==> config.mk <==
export PLATFORM = sky130hd
export DESIGN_NAME = knn_topk_sort_ctrl
export DESIGN_NICKNAME = d
export VERILOG_FILES = /design/src/rtl/knn_topk_sort_ctrl.sv
export SDC_FILE = /design/constraint.sdc
export NUM_CORES = 1
export LEC_CHECK = 0
export BUFFER_PORTS_ARGS = -buffer_cell sky130_fd_sc_hd__clkbuf_2
export CORE_AREA = 8 8 640 642
export CTS_CLUSTER_SIZE = 20
export DETAILED_ROUTE_END_ITERATION = 10
export DIE_AREA = 0 0 648 650
export HOLD_SLACK_MARGIN = 0.15
export PLACE_DENSITY = 0.3
export SLEW_MARGIN = 30
export SYNTH_ARGS = -nofsm -noshare
export SYNTH_HDL_FRONTEND = slang
export SYNTH_SLANG_ARGS = --single-unit
export TNS_END_PERCENT = 5
==> constraint.sdc <==
create_clock -name clk -period 1.7 [get_ports clk]
set_input_delay 0.17 -clock clk [delete_from_list [all_inputs] [get_ports clk]]
set_output_delay 0.17 -clock clk [all_outputs]
set_load 0.1 [all_outputs]
==> src/rtl/knn_topk_sort_ctrl.sv <==
// knn_topk_sort_ctrl
// Keeps a running list of the 16 smallest distances for one KNN query by
// passing each accepted candidate, together with the current best list,
// through a shared external 17-input ascending sorter. The largest of the
// 17 sorted values is dropped. Unused list slots hold all-ones; res_count
// says how many slots are real.
module knn_topk_sort_ctrl #(
    parameter int W        = 32,
    parameter int SORT_LAT = 1
) (
    input  logic              clk,
    input  logic              rst_n,
    input  logic              start,
    input  logic              abort,
    input  logic              cand_valid,
    output logic              cand_ready,
    input  logic [W-1:0]      cand_data,
    input  logic              cand_last,
    output logic [17*W-1:0]   srt_din,
    input  logic [17*W-1:0]   srt_dout,
    output logic              res_valid,
    input  logic              res_ready,
    output logic [16*W-1:0]   res_data,
    output logic [4:0]        res_count,
    output logic              busy
);

    localparam int NBEST = 16;
    localparam int CNT_W = $clog2(SORT_LAT + 1);

    typedef enum logic [1:0] {
        IDLE,
        ACCEPT,
        SORT,
        RESULT
    } state_t;

    state_t                 state_q, state_d;
    logic [NBEST*W-1:0]     best_q, best_d;
    logic [W-1:0]           cand_q, cand_d;
    logic                   last_q, last_d;
    logic [4:0]             count_q, count_d;
    logic [CNT_W-1:0]       wait_q, wait_d;
    logic                   cand_ready_q, cand_ready_d;
    logic                   res_valid_q, res_valid_d;
    logic                   busy_q, busy_d;

    // Slot 16 of the sorter output is the largest of 17 and is discarded.
    logic                   unused_slot16;
    assign unused_slot16 = ^srt_dout[NBEST*W +: W];

    // Entry count grows by one per sorted candidate and saturates at 16.
    function automatic logic [4:0] sat_inc(input logic [4:0] c);
        return (c >= 5'd16) ? 5'd16 : c + 5'd1;
    endfunction

    // Next-state and datapath-update logic; abort overrides every transition.
    always_comb begin
        state_d = state_q;
        best_d  = best_q;
        cand_d  = cand_q;
        last_d  = last_q;
        count_d = count_q;
        wait_d  = wait_q;

        if (abort) begin
            state_d = IDLE;
            wait_d  = '0;
        end else begin
            case (state_q)
                IDLE: begin
                    if (start) begin
                        best_d  = '1;
                        count_d = 5'd0;
                        state_d = ACCEPT;
                    end
                end
                ACCEPT: begin
                    if (cand_valid && cand_ready_q) begin
                        cand_d  = cand_data;
                        last_d  = cand_last;
                        wait_d  = CNT_W'(SORT_LAT);
                        state_d = SORT;
                    end
                end
                SORT: begin
                    wait_d = wait_q - CNT_W'(1);
                    if (wait_q == CNT_W'(1)) begin
                        best_d  = srt_dout[NBEST*W-1:0];
                        count_d = sat_inc(count_q);
                        state_d = last_q ? RESULT : ACCEPT;
                    end
                end
                RESULT: begin
                    if (res_ready) begin
                        state_d = IDLE;
                    end
                end
                default: state_d = IDLE;
            endcase
        end

        // Handshake/status outputs are registered, decoded from the next state.
        cand_ready_d = (state_d == ACCEPT);
        res_valid_d  = (state_d == RESULT);
        busy_d       = (state_d != IDLE);
    end

    // State, list registers and registered status outputs.
    always_ff @(posedge clk or negedge rst_n) begin
        if (!rst_n) begin
            state_q      <= IDLE;
            best_q       <= '1;
            cand_q       <= '1;
            last_q       <= 1'b0;
            count_q      <= 5'd0;
            wait_q       <= '0;
            cand_ready_q <= 1'b0;
            res_valid_q  <= 1'b0;
            busy_q       <= 1'b0;
        end else begin
            state_q      <= state_d;
            best_q       <= best_d;
            cand_q       <= cand_d;
            last_q       <= last_d;
            count_q      <= count_d;
            wait_q       <= wait_d;
            cand_ready_q <= cand_ready_d;
            res_valid_q  <= res_valid_d;
            busy_q       <= busy_d;
        end
    end

    // Sorter input comes from registers only, so it is stable throughout SORT.
    assign srt_din    = {cand_q, best_q};
    assign cand_ready = cand_ready_q;
    assign res_valid  = res_valid_q;
    assign res_data   = best_q;
    assign res_count  = count_q;
    assign busy       = busy_q;

endmodule
### Word-level counts from Yosys, hierarchy flattened

Index checks and enable logic that the tools add are counted.

| storage, ports and cells | value |
|---|---|
| flip-flop bits (word level) | 556 |
| input bits | 583 |
| word-level logic and storage cells | 46 |

| operators by class | value |
|---|---|
| $add $sub $neg | 2 |
| magnitude comparators | 1 |
| eq/ne operators | 8 |
| muxes and demuxes | 17 |
| bitwise logic cells | 1 |
| reduce and logical (&&, ||, !) cells | 8 |

Operators by type and width:

| operator | number |
|---|---|
| two-way mux 512 bit | 2 |
| one-hot mux 512 bit (2 select lines) | 1 |
| two-way mux 5 bit | 3 |
| two-way mux 2 bit | 6 |
| one-hot mux 5 bit (2 select lines) | 1 |
| one-hot mux 2 bit (4 select lines) | 1 |
| equality test 2 bit, second input constant | 3 |
| adder 5 x 1 -> 5 bit, second input constant | 1 |
| >= comparator 5 bit, second input constant | 1 |
| equality test 2 x 1 -> 1 bit, second input constant | 2 |
| inequality test 2 bit, second input constant | 2 |
| AND reduction 4 bit | 1 |
| nonzero test 2 bit | 2 |
| inequality test 3 bit, second input constant | 1 |
| AND reduction 3 bit | 1 |
| nonzero test 3 bit | 1 |
| logical NOT 2 bit | 1 |
| two-way mux 1 bit | 2 |
| one-hot mux 1 bit (2 select lines) | 1 |
| AND reduction 2 bit | 1 |
| logical AND 1 bit | 1 |
| NOT 1 bit | 1 |
| subtractor 1 bit, second input constant | 1 |

### Logic depth before layout (Yosys ltp)

Gate-level depths: netlist of run 1.

| logic depth | value |
|---|---|
| word-level depth | 5 |
| gate-level depth with buffers | 7 |
| mapped depth without buffers | 4 |

### Worst setup path before layout of run 1

Ideal clock, no wire load.

| timing path | value |
|---|---|
| kind | reg2reg |
| start point | register cand_ready_q, in the netlist cand_ready |
| end point | register cand_q[10] |
| arrival time | 2.027 ns |
| required time | 1.618 ns |
| slack | -0.409 ns |
| stages on the path, launching flop included | 5 |
| path buffers | 1 |
| cell sequence | dfrtp_1 nand4b_1 nor2_1 buf_2 mux2_2 |

| on the way | value |
|---|---|
| longest elaborated chain between the ends | 2 |

RTL lines:

| item | line | source |
|---|---|---|
| from (decl) | 44 | `logic cand_ready_q, cand_ready_d;` |
| from (signal assigned) | 128 | `cand_ready_q <= cand_ready_d;` |
| logical AND 1 bit | 79 | `if (cand_valid && cand_ready_q) begin` |
| AND reduction 3 bit (no source line) | n/a |  |
| to (signal assigned) | 124 | `cand_q <= cand_d;` |
| to (decl) | 40 | `logic [W-1:0] cand_q, cand_d;` |

No other way between the ends.
A chain may end at the register's enable or synchronous reset.

### Worst setup path after layout of run 1

| timing path | value |
|---|---|
| start point | register best_q[469], in the netlist res_data[469] |
| end point | output srt_din[469] |

RTL lines:

| item | line | source |
|---|---|---|
| from (decl) | 39 | `logic [NBEST*W-1:0] best_q, best_d;` |
| from (signal assigned) | 123 | `best_q <= best_d;` |
| to (decl) | 19 | `output logic [17*W-1:0] srt_din,` |

No word-level cell between the ends.

==> metrics, run 1 <==
TritonRoute pass-1 iters 5; internal reg-to-reg setup slack -0.23 ns; vias in the first global route approximately 32k; Core Box Area 400,000 sq um; Arr. time, crit path 1.81 ns; hold endpoint res_data[9]; synth unique cells 36; Setup WS post-layout -0.284 ns; synth top area cells dfstp_2 (51%), buf_4 (15%), a31oi_1 (12%); WS Path Type register to output pin; Clk pwr share 0.431; Critical R2R Capture res_data[234]; layout cells sized above 1 0.524; Pint roughly 27,000 uW; Worst-Margin Slew about 0.62 ns; Yosys Warn Count 0; hold-critical path depth 4; area of the multi-input gates 6490 sq um; clk buf depth 4; Crit path largest cell delay between 0.7 and 0.8 ns; Hold Path Class input port to register; Clock Skews about 0.061 ns; Fillers 45.0k; Max transition margin 0.587; CP Data Required Time roughly 1.5 ns; WL/cell around 30 um; root buffer cell clkbuf_16; Max IR drop VDD around 0.00076 V; Leakage 0.0258 uW; hold path startpoint srt_dout[9]; PD cells 690 nW/um^2; CP startpoint kind register; Reg power frac 0.352; Final period util 1.17; Post-Syn Nets ~3.5k; critical path's slowest cell dfstp_4; die area roughly 420,000 sq um; max-slew violation count 0; largest area contributor in the netlist dfstp_2; Final HPWL DP about 270 mm; register area ~15,000 sq um; share of the synthesized area in the top cell type 0.511; NetSw 13,200 uW; clock slew at reported path FFs roughly 0.06 ns; total gr overflow 0; Setup WS pre-CTS -0.274 ns; Worst path top cell family by delay flip-flops; H-Tree Depth 3; Routed WL about 310 mm; worst r2r path cells 6; Area Overhead vs Synth 108%; die width around 650 um; status finished with violations; routed via count about 31k; initial DRC count slightly below 2k; # rows approximately 230; Port Buffers roughly 1.6k; CTS tree built; failing checks negative setup slack; post-synthesis cell count approximately 3k; CTS buffer count 80; Critical path buffers and inverters 1; worst-path cell chain buf_12; largest net degree at the start of global routing 83; #FFs+latches synth 556; post-route ant nets 0; setup violators final approximately 1.3k; global-route wire length before repair just under 400 mm; CTS Sinks around 560; # DRC 0; RR Startpoint state_q[1]; Setup crit end kind output pin; sequential cell area fraction in the yosys report 0.522; final net count approximately 5.3k; Crit Path Max Fanout 3; vias per cell roughly 3; Net Sw Frac 0.329; die height between 600 and 700 um; Core Util, Final 0.145; Final min period slightly below 2 ns; GP Congestion ~0.90; Syn Area/Cell between 9 and 10 sq um; mapped cell area 28,000 sq um; Initial Utilization 0.0698; clk_lat worst skew slightly below 0.8 ns; Final Hold Fails 0; max_cap viols 0; Max Clk Rate 504 MHz; Combinational Power Share 0.217; RSZ-0062 raised after global routing yes; Overall Global Routing Usage 0.140; I/O pin cnt between 1.5k and 2k; hold slack roughly 0.22 ns; initial antenna violation count ~290
-- flip-flops by register name, indices dropped and copies added (netlist names) --
name and flops:
cand_ready 1, state_q 2, res_count 5, res_valid 1
busy 1, last_q 1, cand_q 32, res_data 512
wait_q 1
-- synthesized netlist by cell type, drive strengths merged --
| library cell | count |
|---|---|
| nor2 | 3 |
| a211oi | 1 |
| and3b | 1 |
| nor2b | 1 |
| a21boi | 1 |
| ha | 2 |
| a311oi | 1 |
| a31oi | 515 |
| mux2i | 2 |
| dfrtp | 12 |
| nor3b | 1 |
| nor4 | 1 |
| a21oi | 513 |
| clkbuf | 126 |
| nor3 | 3 |
| nand4b | 1 |
| o211ai | 2 |
| o2bb2ai | 2 |
| nand3 | 3 |
| dfstp | 544 |
| inv | 515 |
| o21ai | 1 |
| and4b | 1 |
| a211o | 1 |
| mux2 | 34 |
| and3 | 2 |
| nand2b | 3 |
| nand2 | 2 |
| buf | 620 |
| and2 | 1 |
| or3b | 3 |
-- through the flow --
stage / std cells / total power [uW] / cell area [sq um] / setup TNS [ns]
floorplan: 2918 / 18200 / 28000 / -0.00130
global placement: 9252 / 21000 / 41400 / -15.11
detailed placement: 9252 / 21000 / 41400 / -12.71
CTS: 10100 / 41100 / 55800 / -308.68
global route: 10100 / 41800 / 58000 / -278.53
finish: 10200 / 40100 / 58200 / -158.00
-- metal layers --
metal	GRT usage	part of all wire	up-vias
met5	0	0.0033	-
met1	0.171	0.41	15900
met4	0.0286	0.026	154
met2	0.239	0.48	1621
li1	-	-	13100
met3	0.0470	0.084	584
-- cell usage in the layout (no fill, tap or decap), types with 7 or more instances in the layout --
cell | netlist | layout
diode_2 | 0 | 113
dfstp_4 | 0 | 21
clkbuf_2 | 0 | 793
dfrtp_1 | 12 | 10
a21oi_1 | 513 | 513
buf_6 | 6 | 35
inv_1 | 515 | 515
mux2_2 | 33 | 33
clkbuf_16 | 0 | 284
buf_4 | 544 | 342
clkbuf_1 | 126 | 23
dfstp_2 | 544 | 523
clkbuf_4 | 0 | 124
buf_8 | 0 | 28
bufinv_16 | 0 | 7
clkinv_2 | 0 | 7
buf_12 | 0 | 247
dlygate4sd3_1 | 0 | 673
a31oi_1 | 515 | 515
clkbuf_8 | 0 | 51
-- power by group through the flow --
stage	Sequential [uW]	Combinational, uW	Clock (uW)
after floorplan	16400	1810	0
after global placement	14200	6710	0
after detailed placement	14200	6730	0
after CTS	14100	8860	18100
after global routing	14100	9160	18500
final	14100	8720	17300
-- what timing repair did --
| item | 4_1_cts | 5_1_grt |
|---|---|---|
| endpoints found under the hold margin | 834 | 0 |
| resized for setup | 875 | 889 |
| setup endpoints to repair | 1340 | 1543 |
| setup buffers | 6 | 10 |
| hold buffers | 673 | 0 |
-- final cells by class --
| class | instances | area share |
|---|---|---|
| timing repair buffer | 2482 | 0.440 |
| sequential | 556 | 0.252 |
| tap | 5287 | 0.114 |
| multi-input combinational | 1101 | 0.112 |
| clock buffer | 119 | 0.0397 |
| inverter | 515 | 0.0332 |
| clock inverter | 18 | 0.00495 |
| antenna | 113 | 0.00486 |
-- worst max-delay path by stage --
stage | start | endpoint | slack, ns | cells past startpoint
final | res_data[469] | srt_din[469] | -0.28 | 1
after CTS | res_data[252] | srt_din[252] | -0.41 | 1
after global routing | res_data[252] | srt_din[252] | -0.37 | 1
after floorplan | res_count[0] | res_count[4] | -0.001 | 4
after global placement | state_q[1] | res_data[234] | -0.29 | 6
after detailed placement | state_q[1] | res_data[234] | -0.27 | 6
-- cells by family after synthesis --
family	after synthesis	synth area share
AOI/OAI and AO/OA	1037	0.210
DFF	556	0.522
buffers and inverters	1261	0.247
muxes	36	0.0145
and+or+nand+nor	26	0.00582
adders and majority gates	2	0.000895
Note: power is estimated with default switching activity, not from simulation.
==> run 2: changes to the inputs <==
Clock period 1.7 ns to 2.1 ns, I/O delays scaled along.
==> metrics, run 2 (same netlist as run 1, synthesis figures left out) <==
WS Path Type register to register; CP most frequent cell buf_12; Area Overhead vs Synth 87.0%; layout cells sized above 1 0.520 (-0.00440); die area 421,000 sq um (unchanged); Critical R2R Capture res_data[276]; worst-path cell chain mux2_8 -> and2_4 -> buf_12 -> buf_12 -> buf_12 -> a31oi_1; CP startpoint kind register; root buffer cell clkbuf_16; # rows 233 (unchanged); Core Box Area 400,000 sq um (unchanged); final non-filler cell total 10.1k (-0.62%); Largest register FFs 512 (unchanged); routed via count 31.1k (-0.57%); PD cells 621 nW/um^2 (-9.9%); vias per cell 3.08 (about the same); # DRC 0 (unchanged); Crit Path Max Fanout 39 (+36); most frequent cells in the layout clkbuf_2 (816), dlygate4sd3_1 (680), clkbuf_4 (653), dfstp_2 (531); setup violators final 0 (-100%); initial DRC count 1,981 (+1.6%); WL/cell 29.8 um (-2.3%); largest net degree at the start of global routing 73 (-12%); GP Congestion 0.874 (-3.2%); TritonRoute pass-1 iters 5 (unchanged); max_cap viols 0 (unchanged); Core Util, Final 0.131 (-0.0147); hold path startpoint srt_dout[41]; max-slew violation count 0 (unchanged); Setup crit end kind register; Arr. time, crit path 2.71 ns (+0.90 ns); critical path's slowest cell dfrtp_1; Worst path top cell family by delay buffers and inverters; Routed WL 301 mm (-2.9%); status complete, no violations; clk_lat worst skew 0.80 ns (+0.02 ns); Hold Path Class input port to register; die width 648 um (unchanged); clk buf depth 4 (unchanged); CTS buffer count 80 (unchanged); Placed Instances 9,203 (-0.53%); M1 GR Usage 0.168 (-0.00328); initial antenna violation count 301 (+3.4%); hold-critical path depth 4 (unchanged); Setup TNS 0 ns (+158.00 ns); die height 650 um (unchanged); Max transition margin 0.602 (+0.0146); CTS tree built; Overall Global Routing Usage 0.136 (-0.00401); Worst-Margin Slew 0.600 ns (-0.0220 ns); hold endpoint res_data[41]; Final Hold Fails 0 (unchanged); CTS Sinks 556 (unchanged); Crit path largest cell delay 0.40 ns (-0.33 ns); Max IR drop VDD 0.000587 V (-23%); Initial Utilization 0.0698 (unchanged); RSZ-0062 raised after global routing yes; global-route wire length before repair 375 mm (-2.8%); Port Buffers 1,614 (unchanged); Leakage 0.0226 uW (-13%); RR Startpoint state_q[1]; CP Data Required Time 2.77 ns (+1.24 ns); Max Clk Rate between 400 and 500 MHz; I/O pin cnt 1,647 (unchanged); GR Util met3 0.0455 (-0.00151); vias in the first global route 31.6k (-1.8%); final net count 5,273 (-0.90%); most common cell after layout, fill and taps aside clkbuf_2; Final min period about 2 ns; total gr overflow 0 (unchanged); Clock Skews 0.0637 ns (+0.00319 ns); post-route ant nets 0 (unchanged); H-Tree Depth 3 (unchanged); Final HPWL DP 265 mm (-2.8%); worst r2r path cells 6 (unchanged); Top Usage Layer GRT met2; Final period util 0.972; internal reg-to-reg setup slack 0.06 ns (+0.29 ns); clock slew at reported path FFs 0.06 ns (about the same); met2 Resource Use GR 0.229 (-0.00979); Critical path buffers and inverters 3 (+2)
[run 2: area by class of cell]
type                       instances  area (sq um)
tap                             5287          6620
inverter                         515          1930
clock inverter                    22           315
sequential                       556         14600
multi-input combinational       1101          6490
clock buffer                     115          2350
fill                           45600        348000
antenna                           98           245
timing repair buffer            2434         19700
[run 2: timing repair]
action / 4_1_cts / 5_1_grt
buffers inserted: 5 / 3
hold endpoints to repair: 711 / 0
gates cloned: 0 / 2
hold buffers: 680 / 0
setup endpoints to repair: 772 / 47
gates resized for setup: 914 / 12
[run 2: per-stage QoR]
| step | instance area [sq um] | power [uW] | hold slack [ns] | setup slack (ns) |
|---|---|---|---|---|
| CTS | 51900 | 33300 | 0.150 | -0.109 |
| global route | 52100 | 33900 | 0.185 | -0.0195 |
| finish | 52300 | 32500 | 0.250 | 0.0578 |
| global placement | 39500 | 16700 | 0.413 | 0.182 |
| floorplan | 28000 | 14700 | -0.0856 | 0.289 |
| detailed placement | 39500 | 16700 | 0.408 | 0.158 |
[run 2: metal layers]
layer  routed length (um)  vias to the layer above
li1                     -                    13000
met1               126000                    15700
met2               140000                     1686
met3                24800                      602
met4                 9440                      156
met5                 1050                        -
[run 2: worst min-delay path, stage by stage]
cell and delay (ns):
dlygate4sd3_1 0.55, clkbuf_2 0.12, inv_1 0.08, a31oi_1 0.08
[run 2: worst max path at each step]
stage | slack (ns) | cells after the start | end | from
3_5_place_dp | 0.16 | 5 | res_data[50] | state_q[1]
3_3_place_gp | 0.18 | 5 | res_data[50] | state_q[1]
6_report | 0.06 | 6 | res_data[276] | state_q[1]
5_1_grt | -0.02 | 1 | srt_din[483] | res_data[483]
4_1_cts | -0.11 | 1 | res_data[492] | res_data[492]
2_1_floorplan | 0.29 | 4 | cand_q[10] | cand_ready
[run 2: where the power goes]
| group | switching, uW | leakage (uW) | internal, uW | total (uW) |
|---|---|---|---|---|
| combinational | 4810 | 0.0154 | 1960 | 6760 |
| clock | 5720 | 0.00132 | 8620 | 14300 |
| sequential | 198 | 0.00588 | 11200 | 11400 |
==> run 3: changes to the inputs <==
Settings changed: PLACE_DENSITY 0.3 to not set.
==> metrics, run 3 (same netlist as run 1, synthesis figures left out) <==
worst-path cell chain clkbuf_2; Critical path buffers and inverters 1 (-2); Routed WL 367 mm (+22%); # DRC 0 (unchanged); initial DRC count 3,062 (+55%); die width 648 um (unchanged); Final Hold Fails 0 (unchanged); Core Box Area 400,000 sq um (unchanged); Setup Buffers After CTS 0 (-5); Area Overhead vs Synth 87.9%; post-route ant nets 0 (unchanged); Setup crit end kind output pin; worst r2r path cells 6 (unchanged); Fillers 45.4k (-0.56%); die area 421,000 sq um (unchanged); CP startpoint kind register; CP Depth 1 (-5); CTS Sinks 556 (unchanged); routed via count 32.1k (+3.0%); hold path startpoint srt_dout[20]; Critical R2R Capture res_data[178]; Leakage 0.0225 uW (-0.23%); CTS buffer count 81 (+1.3%); final net count 5,273 (unchanged); global-route wire length before repair 440 mm (+17%); PD cells 627 nW/um^2 (+0.93%); initial antenna violation count 373 (+24%); Clock Skews 0.0338 ns (-0.0299 ns); Setup TNS 0 ns (unchanged); TritonRoute pass-1 iters 5 (unchanged); hold-critical path depth 4 (unchanged); Crit path largest cell delay 0.54 ns (+0.14 ns); H-Tree Depth 3 (unchanged); Final HPWL DP 328 mm (+24%); max_cap viols 0 (unchanged); setup violators final 0 (unchanged); largest net degree at the start of global routing 97 (+33%); max-slew violation count 0 (unchanged); Max IR drop VDD 0.000992 V (+69%); layout cells sized above 1 0.512 (-0.00748); clk buf depth 4 (unchanged); register area 14,600 sq um (-0.31%); vias per cell 3.15 (+2.5%); hold endpoint res_data[20]; WS Path Type register to output pin; CTS tree built; vias in the first global route 31.1k (-1.5%); Hold Path Class input port to register; Max transition margin 0.435 (-0.166); most common cell after layout, fill and taps aside clkbuf_4; most frequent cells in the layout clkbuf_4 (729), dlygate4sd3_1 (710), clkbuf_2 (601), dfstp_2 (543); Arr. time, crit path 1.84 ns (-0.87 ns); Core Util, Final 0.131 (+0.000634); Overall Global Routing Usage 0.166 (+0.0303); internal reg-to-reg setup slack 0.07 ns (about the same); clock slew at reported path FFs 0.06 ns (about the same); Worst path top cell family by delay flip-flops; die height 650 um (unchanged); critical path's slowest cell dfstp_2; root buffer cell clkbuf_16; Initial Utilization 0.0698 (unchanged); Final min period 2.05 ns (+0.00595 ns); Final period util 0.975 (+0.00283); CP Data Required Time 1.89 ns (-0.88 ns); I/O pin cnt 1,647 (unchanged); Max Clk Rate 488 MHz (-0.29%); GP Congestion 0.908 (+3.8%); WL/cell 36.0 um (+21%); Crit Path Max Fanout 3 (-92%); total gr overflow 0 (unchanged); RR Startpoint state_q[0]; Port Buffers 1,614 (unchanged); Worst-Margin Slew 0.847 ns (+0.247 ns); # rows 233 (unchanged); clk_lat worst skew 0.81 ns (about the same); Largest register FFs 512 (unchanged); area of the multi-input gates 6490 sq um (about the same); status complete, no violations
[run 3: worst reg2reg max path, stage by stage, from the launching register on]
cell and delay, ns:
dfrtp_1 0.41, nor2_4 0.18, buf_12 0.15, buf_12 0.21, buf_12 0.45, a21oi_1 0.29
a31oi_1 0.23
[run 3: through the flow]
| stage | cells | total power [uW] | hold slack [ns] | instance area (sq um) | setup slack (ns) |
|---|---|---|---|---|---|
| finish | 10200 | 32900 | 0.227 | 52500 | 0.0518 |
| global route | 10100 | 34200 | 0.160 | 52400 | -0.0145 |
| CTS | 10000 | 33700 | 0.151 | 52100 | -0.0673 |
| detailed placement | 9182 | 17200 | 0.368 | 39600 | 0.236 |
| global placement | 9182 | 17100 | 0.373 | 39600 | 0.266 |
| floorplan | 2918 | 14700 | -0.0856 | 28000 | 0.289 |
[run 3: report_power, final]
group | total, uW | internal, uW | switching (uW)
sequential | 11400 | 11200 | 210
clock | 14200 | 8290 | 5870
combinational | 7390 | 2080 | 5310
total | 32900 | 21600 | 11400
[run 3: repair_timing]
| action | CTS | global route |
|---|---|---|
| hold endpoints to repair | 972 | 0 |
| hold buffers | 710 | 0 |
| resized for setup | 975 | 9 |
| endpoints found under the setup margin | 908 | 10 |
| cloned | 0 | 0 |
[run 3: worst max path at each step]
stage	start	end	slack, ns
after detailed placement	state_q[0]	res_data[351]	0.24
final	res_data[458]	res_data[458]	0.05
after floorplan	cand_ready	cand_q[10]	0.29
after global routing	res_data[233]	res_data[233]	-0.01
after global placement	state_q[0]	res_data[334]	0.27
after CTS	res_data[452]	res_data[452]	-0.07
[run 3: layer usage]
layer	share of wire	GRT usage
met5	0.0036	0
met4	0.042	0.0544
met3	0.13	0.0922
met2	0.46	0.274
met1	0.37	0.181
[run 3: area by class of cell]
cell class | count | area share
well taps | 5287 | 0.126
clock buffers | 110 | 0.0432
clock inverters | 27 | 0.00629
multi-input cells | 1101 | 0.124
repair buffers | 2433 | 0.379
inverters | 515 | 0.0368
flip-flops and latches | 556 | 0.278
diodes | 147 | 0.00700
